## config.mk

```make
export PLATFORM = sky130hd
export DESIGN_NAME = seg_scan_ctrl
export DESIGN_NICKNAME = d
export VERILOG_FILES = /design/src/rtl/seg_scan_ctrl.sv
export SDC_FILE = /design/constraint.sdc
export NUM_CORES = 1
export LEC_CHECK = 0
export BUFFER_PORTS_ARGS = -buffer_cell sky130_fd_sc_hd__clkbuf_2
export CORE_UTILIZATION = 40
export CTS_CLUSTER_DIAMETER = 150
export DETAILED_ROUTE_END_ITERATION = 10
export PLACE_DENSITY = 0.66
export SETUP_SLACK_MARGIN = 0.15
export SYNTH_ARGS = -nofsm -noshare
export SYNTH_HDL_FRONTEND = slang
export SYNTH_SLANG_ARGS = --single-unit
export TNS_END_PERCENT = 1
```

## constraint.sdc

```tcl
create_clock -name clk -period 3 [get_ports clk]
set_input_delay 0.45 -clock clk [delete_from_list [all_inputs] [get_ports clk]]
set_output_delay 0.45 -clock clk [all_outputs]
set_load 0.02 [all_outputs]
```

## src/rtl/seg_scan_ctrl.sv

```systemverilog
// Multiplexed 7-segment scan controller: hex decode, per-digit dp, leading-zero
// blanking, frame-synchronous buffer updates. Per-digit blinking when SEG_BLINK_EN is defined.
module seg_scan_ctrl #(
  parameter int DIGITS         = 6,
  parameter int SCAN_DIV       = 10000,
  parameter int BLINK_DIV      = 250,
  parameter int SEL_ACTIVE_LOW = 1,
  parameter int SEG_ACTIVE_LOW = 1
) (
  input  logic                  clk,
  input  logic                  rst_n,
  input  logic [4*DIGITS-1:0]   num,
  input  logic [DIGITS-1:0]     point,
  input  logic                  load,
  input  logic                  en,
  input  logic                  lz_blank,
  input  logic [DIGITS-1:0]     blink,
  output logic [DIGITS-1:0]     sel,
  output logic [7:0]            seg_led,
  output logic                  frame_done
);

  localparam int SCAN_W = (SCAN_DIV > 1) ? $clog2(SCAN_DIV) : 1;
  localparam int IDX_W  = $clog2(DIGITS);

  localparam logic [DIGITS-1:0] SEL_OFF = {DIGITS{SEL_ACTIVE_LOW != 0}};
  localparam logic [7:0]        SEG_OFF = {8{SEG_ACTIVE_LOW != 0}};

  logic [SCAN_W-1:0]   scan_cnt;
  logic [IDX_W-1:0]    idx;
  logic                tick;
  logic                wrap;

  logic [4*DIGITS-1:0] active_num;
  logic [DIGITS-1:0]   active_pt;
  logic [4*DIGITS-1:0] pend_num;
  logic [DIGITS-1:0]   pend_pt;
  logic                pend_flag;

  logic [DIGITS-1:0]   lz_mask;
  logic [DIGITS-1:0]   blink_mask;

  logic [3:0]          cur_nib;
  logic                cur_pt;
  logic                cur_blank;
  logic [7:0]          seg_on;
  logic [DIGITS-1:0]   sel_on;

  // Logical pattern g..a, 0 = segment on.
  function automatic logic [6:0] hex_pattern(input logic [3:0] v);
    logic [6:0] p;
    case (v)
      4'h0:    p = 7'b1000000;
      4'h1:    p = 7'b1111001;
      4'h2:    p = 7'b0100100;
      4'h3:    p = 7'b0110000;
      4'h4:    p = 7'b0011001;
      4'h5:    p = 7'b0010010;
      4'h6:    p = 7'b0000010;
      4'h7:    p = 7'b1111000;
      4'h8:    p = 7'b0000000;
      4'h9:    p = 7'b0010000;
      4'hA:    p = 7'b0001000;
      4'hB:    p = 7'b0000011;
      4'hC:    p = 7'b1000110;
      4'hD:    p = 7'b0100001;
      4'hE:    p = 7'b0000110;
      default: p = 7'b0001110;
    endcase
    return p;
  endfunction

  assign tick = (scan_cnt == SCAN_W'(SCAN_DIV - 1));
  assign wrap = tick && (idx == IDX_W'(DIGITS - 1));

  always_ff @(posedge clk or negedge rst_n) begin
    if (!rst_n) begin
      scan_cnt <= '0;
      idx      <= '0;
    end else if (tick) begin
      scan_cnt <= '0;
      idx      <= wrap ? '0 : idx + 1'b1;
    end else begin
      scan_cnt <= scan_cnt + 1'b1;
    end
  end

  // A load coinciding with the frame boundary bypasses pending so it is shown
  // in the frame that starts right there; it also supersedes any older pending value.
  always_ff @(posedge clk or negedge rst_n) begin
    if (!rst_n) begin
      active_num <= '0;
      active_pt  <= '0;
      pend_num   <= '0;
      pend_pt    <= '0;
      pend_flag  <= 1'b0;
    end else if (load && wrap) begin
      active_num <= num;
      active_pt  <= point;
      pend_flag  <= 1'b0;
    end else if (load) begin
      pend_num   <= num;
      pend_pt    <= point;
      pend_flag  <= 1'b1;
    end else if (wrap && pend_flag) begin
      active_num <= pend_num;
      active_pt  <= pend_pt;
      pend_flag  <= 1'b0;
    end
  end

`ifdef SEG_BLINK_EN
  localparam int BLK_W = (BLINK_DIV > 1) ? $clog2(BLINK_DIV) : 1;

  logic [BLK_W-1:0] frame_cnt;
  logic             blink_phase;

  always_ff @(posedge clk or negedge rst_n) begin
    if (!rst_n) begin
      frame_cnt   <= '0;
      blink_phase <= 1'b0;
    end else if (wrap) begin
      if (frame_cnt == BLK_W'(BLINK_DIV - 1)) begin
        frame_cnt   <= '0;
        blink_phase <= ~blink_phase;
      end else begin
        frame_cnt   <= frame_cnt + 1'b1;
      end
    end
  end

  assign blink_mask = blink_phase ? blink : '0;
`else
  logic unused_blink_cfg;

  assign blink_mask       = '0;
  assign unused_blink_cfg = ^{blink, 1'(BLINK_DIV % 2)};
`endif

  // Walk down from the top digit; blanking stops at the first digit showing
  // anything (non-zero value or a lit dp). Digit 0 always shows.
  always_comb begin
    logic lead;
    lead    = 1'b1;
    lz_mask = '0;
    for (int unsigned k = DIGITS - 1; k >= 1; k--) begin
      if (active_num[4*k +: 4] != 4'h0 || active_pt[k])
        lead = 1'b0;
      lz_mask[k] = lead & lz_blank;
    end
  end

  always_comb begin
    cur_nib   = '0;
    cur_pt    = 1'b0;
    cur_blank = 1'b0;
    for (int unsigned i = 0; i < DIGITS; i++) begin
      if (idx == IDX_W'(i)) begin
        cur_nib   = active_num[4*i +: 4];
        cur_pt    = active_pt[i];
        cur_blank = lz_mask[i] | blink_mask[i];
      end
    end
    seg_on = cur_blank ? 8'h00 : {cur_pt, ~hex_pattern(cur_nib)};
    sel_on = DIGITS'(1) << idx;
  end

  always_ff @(posedge clk or negedge rst_n) begin
    if (!rst_n) begin
      sel        <= SEL_OFF;
      seg_led    <= SEG_OFF;
      frame_done <= 1'b0;
    end else begin
      frame_done <= wrap;
      if (en) begin
        sel     <= sel_on ^ SEL_OFF;
        seg_led <= seg_on ^ SEG_OFF;
      end else begin
        sel     <= SEL_OFF;
        seg_led <= SEG_OFF;
      end
    end
  end

endmodule

```

=== Word-level counts from Yosys, hierarchy flattened ===
Memories as Yosys holds them, arrays and structs flattened.
Cells that the tools add are included.

* Register bits after elaboration: 93
* Memory bits (read-only): 112
* Output and inout port bits: 15
* Logic and storage cells: 84
* Memories: 1

{| class="wikitable"
|+ Memories
! name !! words !! width !! rd ports !! clocked after Yosys merged registers in !! write ports !! line !! source
|-
| (no name shown) || 16 || 7 || 1 || 0 || 0 || 52 || <nowiki>case (v)</nowiki>
|}

* Add/sub/neg operators: 2
* Eq/ne operators: 7
* Shift operators: 1
* Muxes and demuxes: 36
* Bitwise operators: 9
* Reduce and logical (&&, ||, !) cells: 18

{| class="wikitable"
|+ Operator list
! kind !! number
|-
| 2-to-1 mux 24 bit || 3
|-
| 2-to-1 mux 4 bit || 6
|-
| 2-to-1 mux 6 bit || 4
|-
| nonzero test 4 bit || 5
|-
| 2-to-1 mux 1 bit || 19
|-
| 2-to-1 mux 8 bit || 2
|-
| adder 14 x 1 -> 14 bit, second input constant || 1
|-
| equality test 14 bit, second input constant || 1
|-
| 2-to-1 mux 14 bit || 1
|-
| inverter 8 bit || 1
|-
| inverter 7 bit || 1
|-
| equality test 3 x 2 -> 1 bit, second input constant || 2
|-
| equality test 3 bit, second input constant || 2
|-
| inverter 6 bit || 1
|-
| left shift 1 x 3 -> 6 bit, first input constant || 1
|-
| bitwise AND 1 bit || 5
|-
| logical OR 1 bit || 5
|-
| AND reduction 2 bit || 2
|-
| adder 3 x 1 -> 3 bit, second input constant || 1
|-
| equality test 3 x 1 -> 1 bit, second input constant || 1
|-
| logical AND 1 bit || 3
|-
| logical NOT 3 bit || 1
|-
| 2-to-1 mux 3 bit || 1
|-
| nonzero test 3 bit || 1
|-
| 3 further kinds || 3
|}

=== Logic depth before layout (Yosys ltp) ===
* Word-level depth: 16
* Depth in mapped cells: 12

=== Worst setup path before layout ===
OpenSTA, ideal clock, no wires.

* Kind: flip-flop to flip-flop
* Start: reg idx[2]
* End: reg seg_led[3]
* Arrival: 2.612 ns
* Setup slack: 0.289 ns
* Cell stages (with the launch flop): 13
* Buffers on the path: 2
* Clock period less this slack: 2.711 ns
* Cells stage by stage: dfrtp_1 clkbuf_1 inv_1 ha_1 clkbuf_1 a221oi_1 o21ai_0 a32oi_1 inv_1 ha_1 and3_1 a211oi_1 o21ai_0

* Word-level cells in the longest chain between the ends: 12
* Elaborated cells between the ends (all ways): 22
* Classes of those cells: eq/ne (5); mux (13); bitwise (2); reduce/logical (1); memory (1)

{| class="wikitable"
|+ RTL lines
! element !! line !! source
|-
| start, declared || 30 || <nowiki>logic [IDX_W-1:0] idx;</nowiki>
|-
| start signal, assigned || 82 || <nowiki>idx <= wrap ? '0 : idx + 1'b1;</nowiki>
|-
| logical NOT 3 bit || 158 || <nowiki>if (idx == IDX_W'(i)) begin</nowiki>
|-
| 2-to-1 mux 4 bit (6 in a row) || 158 ||
|-
| memory read (16 x 7 bit) || - ||
|-
| inverter 7 bit || 164 || <nowiki>seg_on = cur_blank ? 8'h00 : {cur_pt, ~hex_pattern(cur_nib)};</nowiki>
|-
| 2-to-1 mux 8 bit (*) || 164 ||
|-
| inverter 8 bit (no line) (*) || - ||
|-
| 2-to-1 mux 8 bit (*) || 175 || <nowiki>if (en) begin</nowiki>
|-
| end signal, assigned || 177 || <nowiki>seg_led <= seg_on ^ SEG_OFF;</nowiki>
|-
| end, declared || 19 || <nowiki>output logic [7:0] seg_led,</nowiki>
|}

Mark *: on every way between the ends. The rest lies on a longest branch, timed or not.
A chain may end at the register's enable or synchronous reset.

=== Final worst setup path ===
* Start: reg idx[0]
* End: reg seg_led[3]

The elaborated chain is that of the path after synthesis.

==> flow_metrics.env <==
export IMPL_io_pins=56
export IMPL_fin_nets=509
export IMPL_ys_async_sr_fraction_pct=100
export IMPL_p_switching_uw=545
export IMPL_cts_buffer_depth=2
export IMPL_finalHoldViolations=0
export IMPL_stdcell_area_mm2=0.00503
export IMPL_diodes=0
export IMPL_place_area_mm2=0.00479
export IMPL_power_density_mw_per_mm2=475
export IMPL_synthCells=408
export IMPL_cts_max_level=3
export IMPL_grt_usage_pct=17.1
export IMPL_start_util_pct=41.8
export IMPL_endpoint="seg_led[3]"
export IMPL_layout_worst_path_cycle_share_pct=89.0
export IMPL_grt_pass1_wl_um=15200
export IMPL_post_cts_setup_buffers=0
export IMPL_drive_above_1_share_pct=21.4
export IMPL_synth_top_area_share_pct=45.2
export IMPL_worst_setup_path_end_kind="flip-flop"
export IMPL_slew_headroom_pct=38.0
export IMPL_gr_max_usage_layer="met2"
export IMPL_crit_type="reg2reg"
export IMPL_cts_root_buf="clkbuf_8"
export IMPL_rows=37
export IMPL_fin_skew_ns=0.00916
export IMPL_io_buffers=49
export IMPL_synth_edff_count=0
export IMPL_maxSlewViolCount=0
export IMPL_worst_hold_path_type="in2async"
export IMPL_ys_ff_latch=93
export IMPL_fillers=983
export IMPL_cp_start_kind="flip-flop"
export IMPL_crit_arrival_ns=2.92
export IMPL_via_count=3201
export IMPL_p_leak_uw=0.00222
export IMPL_ys_seq_area_share_pct=53.7
export IMPL_antenna_found_initial=0
export IMPL_path_cells="ha_1 -> ha_1 -> or2_2 -> a221o_1 -> a41o_1 -> ha_1 -> and3_1 -> a211oi_1 -> o21ai_0"
export IMPL_synth_distinct_cells=49
export IMPL_fp_dieH_um=107
export IMPL_place_gp_congestion=0.920
export IMPL_synth_avg_cell_area_um2=10.7
export IMPL_swShare_pct=22.8
export IMPL_ir_drop_mv=0.308
export IMPL_synth_compound_area_share_pct=15.3
export IMPL_yosysTopAreaCell="dfrtp_1"
export IMPL_synth_top_family_by_area="compound AO/OA/AOI/OAI gates"
export IMPL_synthMuxAreaShare_pct=8.45
export IMPL_p_clk_share_pct=38.1
export IMPL_vias_per_cell=5.35
export IMPL_clock_sinks=93
export IMPL_core_area_mm2=0.0105
export IMPL_wl_per_cell_um=15.0
export IMPL_drt_iter0_drc=190
export IMPL_cp_common_cell="ha_1"
export IMPL_met1_usage_pct=24.1
export IMPL_slowest_delay_ns=0.41
export IMPL_cp_max_fo=6
export IMPL_fin_ws_ns=0.331
export IMPL_numCtsBuffers=9
export IMPL_cts_reportedPaths_clkPinSlew_ns=0.09
export IMPL_ys_flop_type="dfrtp_1"
export IMPL_use_met2_pct=26.1
export IMPL_r2r_end="seg_led[3]"
export IMPL_first_pass_iters=4
export IMPL_cts_tree="yes"
export IMPL_route_detailed_drc=0
export IMPL_grt_use_met3_pct=2.88
export IMPL_synthAdderAreaFrac_pct=3.15
export IMPL_ant_nets=0
export IMPL_yosys_warnings=0
export IMPL_status="finished clean"
export IMPL_tightest_slew_ns=0.929
export IMPL_grt_overflow=0
export IMPL_routed_wl_um=8960
export IMPL_syn_area_mm2=0.00437
export IMPL_clk_latency_ns=0.35
export IMPL_grt_pass1_vias=3184
export IMPL_synthSimpleGateAreaFrac_pct=13.7
export IMPL_max_freq_mhz=375
export IMPL_crit_path_top_delay_cell="dfrtp_1"
export IMPL_finalCriticalPeriod_ns=2.67
export IMPL_reg2reg_from="idx[0]"
export IMPL_syn_num_nets=460
export IMPL_grt_max_degree=61
export IMPL_worstSetupStartpoint="idx[0]"
export IMPL_die_x_um=107
export IMPL_cap_violations=0
export IMPL_yosys_area_share_xor_xnor_pct=2.20
export IMPL_rsz0062_at_grt="false"
export IMPL_synth_area_top_cells="dfrtp_1 45%, dfstp_2 8.4%, mux2_1 7.7%, o22ai_1 4.4%, o21ai_0 4.4%"
export IMPL_power_frac_seq_pct=55.4
export IMPL_hpwl_um=6410
export IMPL_setup_tns_ns=0
export IMPL_area_delta_synth_final_pct=15.0
export IMPL_rrSetupSlack_ns=0.33
export IMPL_finish_utilization_pct=48.0
export IMPL_combPwrFrac_pct=6.5
export IMPL_preCtsSetupSlack_ns=0.235
export IMPL_setup_violations=0
export IMPL_worstPathRequired_ns=3.25
export IMPL_power_internal_uw=1840
export IMPL_fp_dieArea_mm2=0.0113
export IMPL_r2r_cells=9
power by group through the flow:
stage	Combinational, uW	Sequential [uW]	Clock (uW)
after floorplan	72.8	1350	0
after global placement	153	1340	0
after detailed placement	158	1350	0
after CTS	158	1320	937
after global routing	174	1330	983
final	154	1320	910
flip-flops by register name (all words and copies together) (netlist names), 3 cells and up:
| signal | count |
|---|---|
| active_num | 24 |
| pend_num | 24 |
| scan_cnt | 14 |
| seg_led | 8 |
| active_pt | 6 |
| pend_pt | 6 |
| sel | 6 |
| idx | 3 |
worst max-delay path: cells and delay by family, from the launching register on:
kind                     cells  cell delay (ns)
AO/OA/AOI/OAI                4             0.94
adder cells (fa/ha/maj)      3             0.70
flip-flops                   1             0.41
AND/OR/NAND/NOR              2             0.53
routing by layer:
layer | vias up | part of all wire, %
met2 | 61 | 46
met5 | - | 0
met4 | 0 | 1.3
li1 | 1575 | -
met3 | 10 | 3.9
met1 | 1555 | 48
per-stage QoR:
step	instances	power [uW]	hold WS [ns]
floorplan	408	1420	0.154
global placement	582	1500	0.444
detailed placement	582	1510	0.454
CTS	598	2420	0.0813
global route	598	2490	0.102
finish	598	2390	0.0775
cell families (layout without fill, tap and decap cells):
family                   count (synthesis)  after routing
AO/OA/AOI/OAI                          108            108
multiplexers                            33             33
adder cells (fa/ha/maj)                 11             11
flip-flops                              93             93
AND/OR/NAND/NOR                        118            118
buffers and inverters                   34             88
XOR/XNOR                                11             11
how the worst min path moves through the flow:
stage	end	from	slack, ns
final	scan_cnt[8]	rst_n	0.08
after global routing	scan_cnt[6]	rst_n	0.10
after global placement	scan_cnt[0]	scan_cnt[0]	0.44
after CTS	scan_cnt[8]	rst_n	0.08
after detailed placement	scan_cnt[0]	scan_cnt[0]	0.45
after floorplan	active_num[0]	rst_n	0.15
final cells by class:
class / count / area (um2) / area share, %
Sequential cell: 93 / 2340 / 46.7
Multi-Input combinational cell: 281 / 1880 / 37.4
Timing Repair Buffer: 62 / 370 / 7.37
Tap cell: 136 / 170 / 3.39
Clock buffer: 9 / 124 / 2.46
Clock inverter: 7 / 97.6 / 1.94
Inverter: 10 / 37.5 / 0.747
synth_stat cells (2+ instances only):
master,number
inv_1,10
xor2_1,7
dfstp_2,14
o311ai_0,3
nand3b_1,6
mux2i_1,2
or4_1,2
buf_6,3
nand3_1,13
nor2_1,15
a221o_1,2
and2_1,2
ha_1,11
xnor2_1,4
a32oi_1,2
and3_1,8
o211ai_1,7
nor4_1,2
a221oi_1,3
nor3_1,3
o21ai_0,38
nand2_1,50
dfrtp_1,79
o22ai_1,31
nor2b_1,8
mux2_1,30
a21oi_1,12
buf_2,3
clkbuf_1,18
repair_timing:
item | CTS | global route
resized for setup | 0 | 2
hold buffers | 0 | 0
endpoints found under the setup margin | 0 | 4
endpoints found under the hold margin | 0 | 0
cells in the final DEF, fill, tap and decap left out, types with 3 or more instances in the layout:
cell      instances
buf_4            12
dfrtp_1          79
clkbuf_2         48
o22ai_1          31
o21ai_0          38
o211ai_1          7
dfstp_2          14
o311ai_0          3
nor2b_1           8
ha_1             10
mux2_1           30
nor2_1           15
inv_1            10
xor2_1            7
clkbuf_8          9
nand2_1          50
nor3_1            3
a221oi_1          3
nand3_1          13
a21oi_1          12
and3_1            8
nand3b_1          6
xnor2_1           4
(Power assumes the default switching activity.)
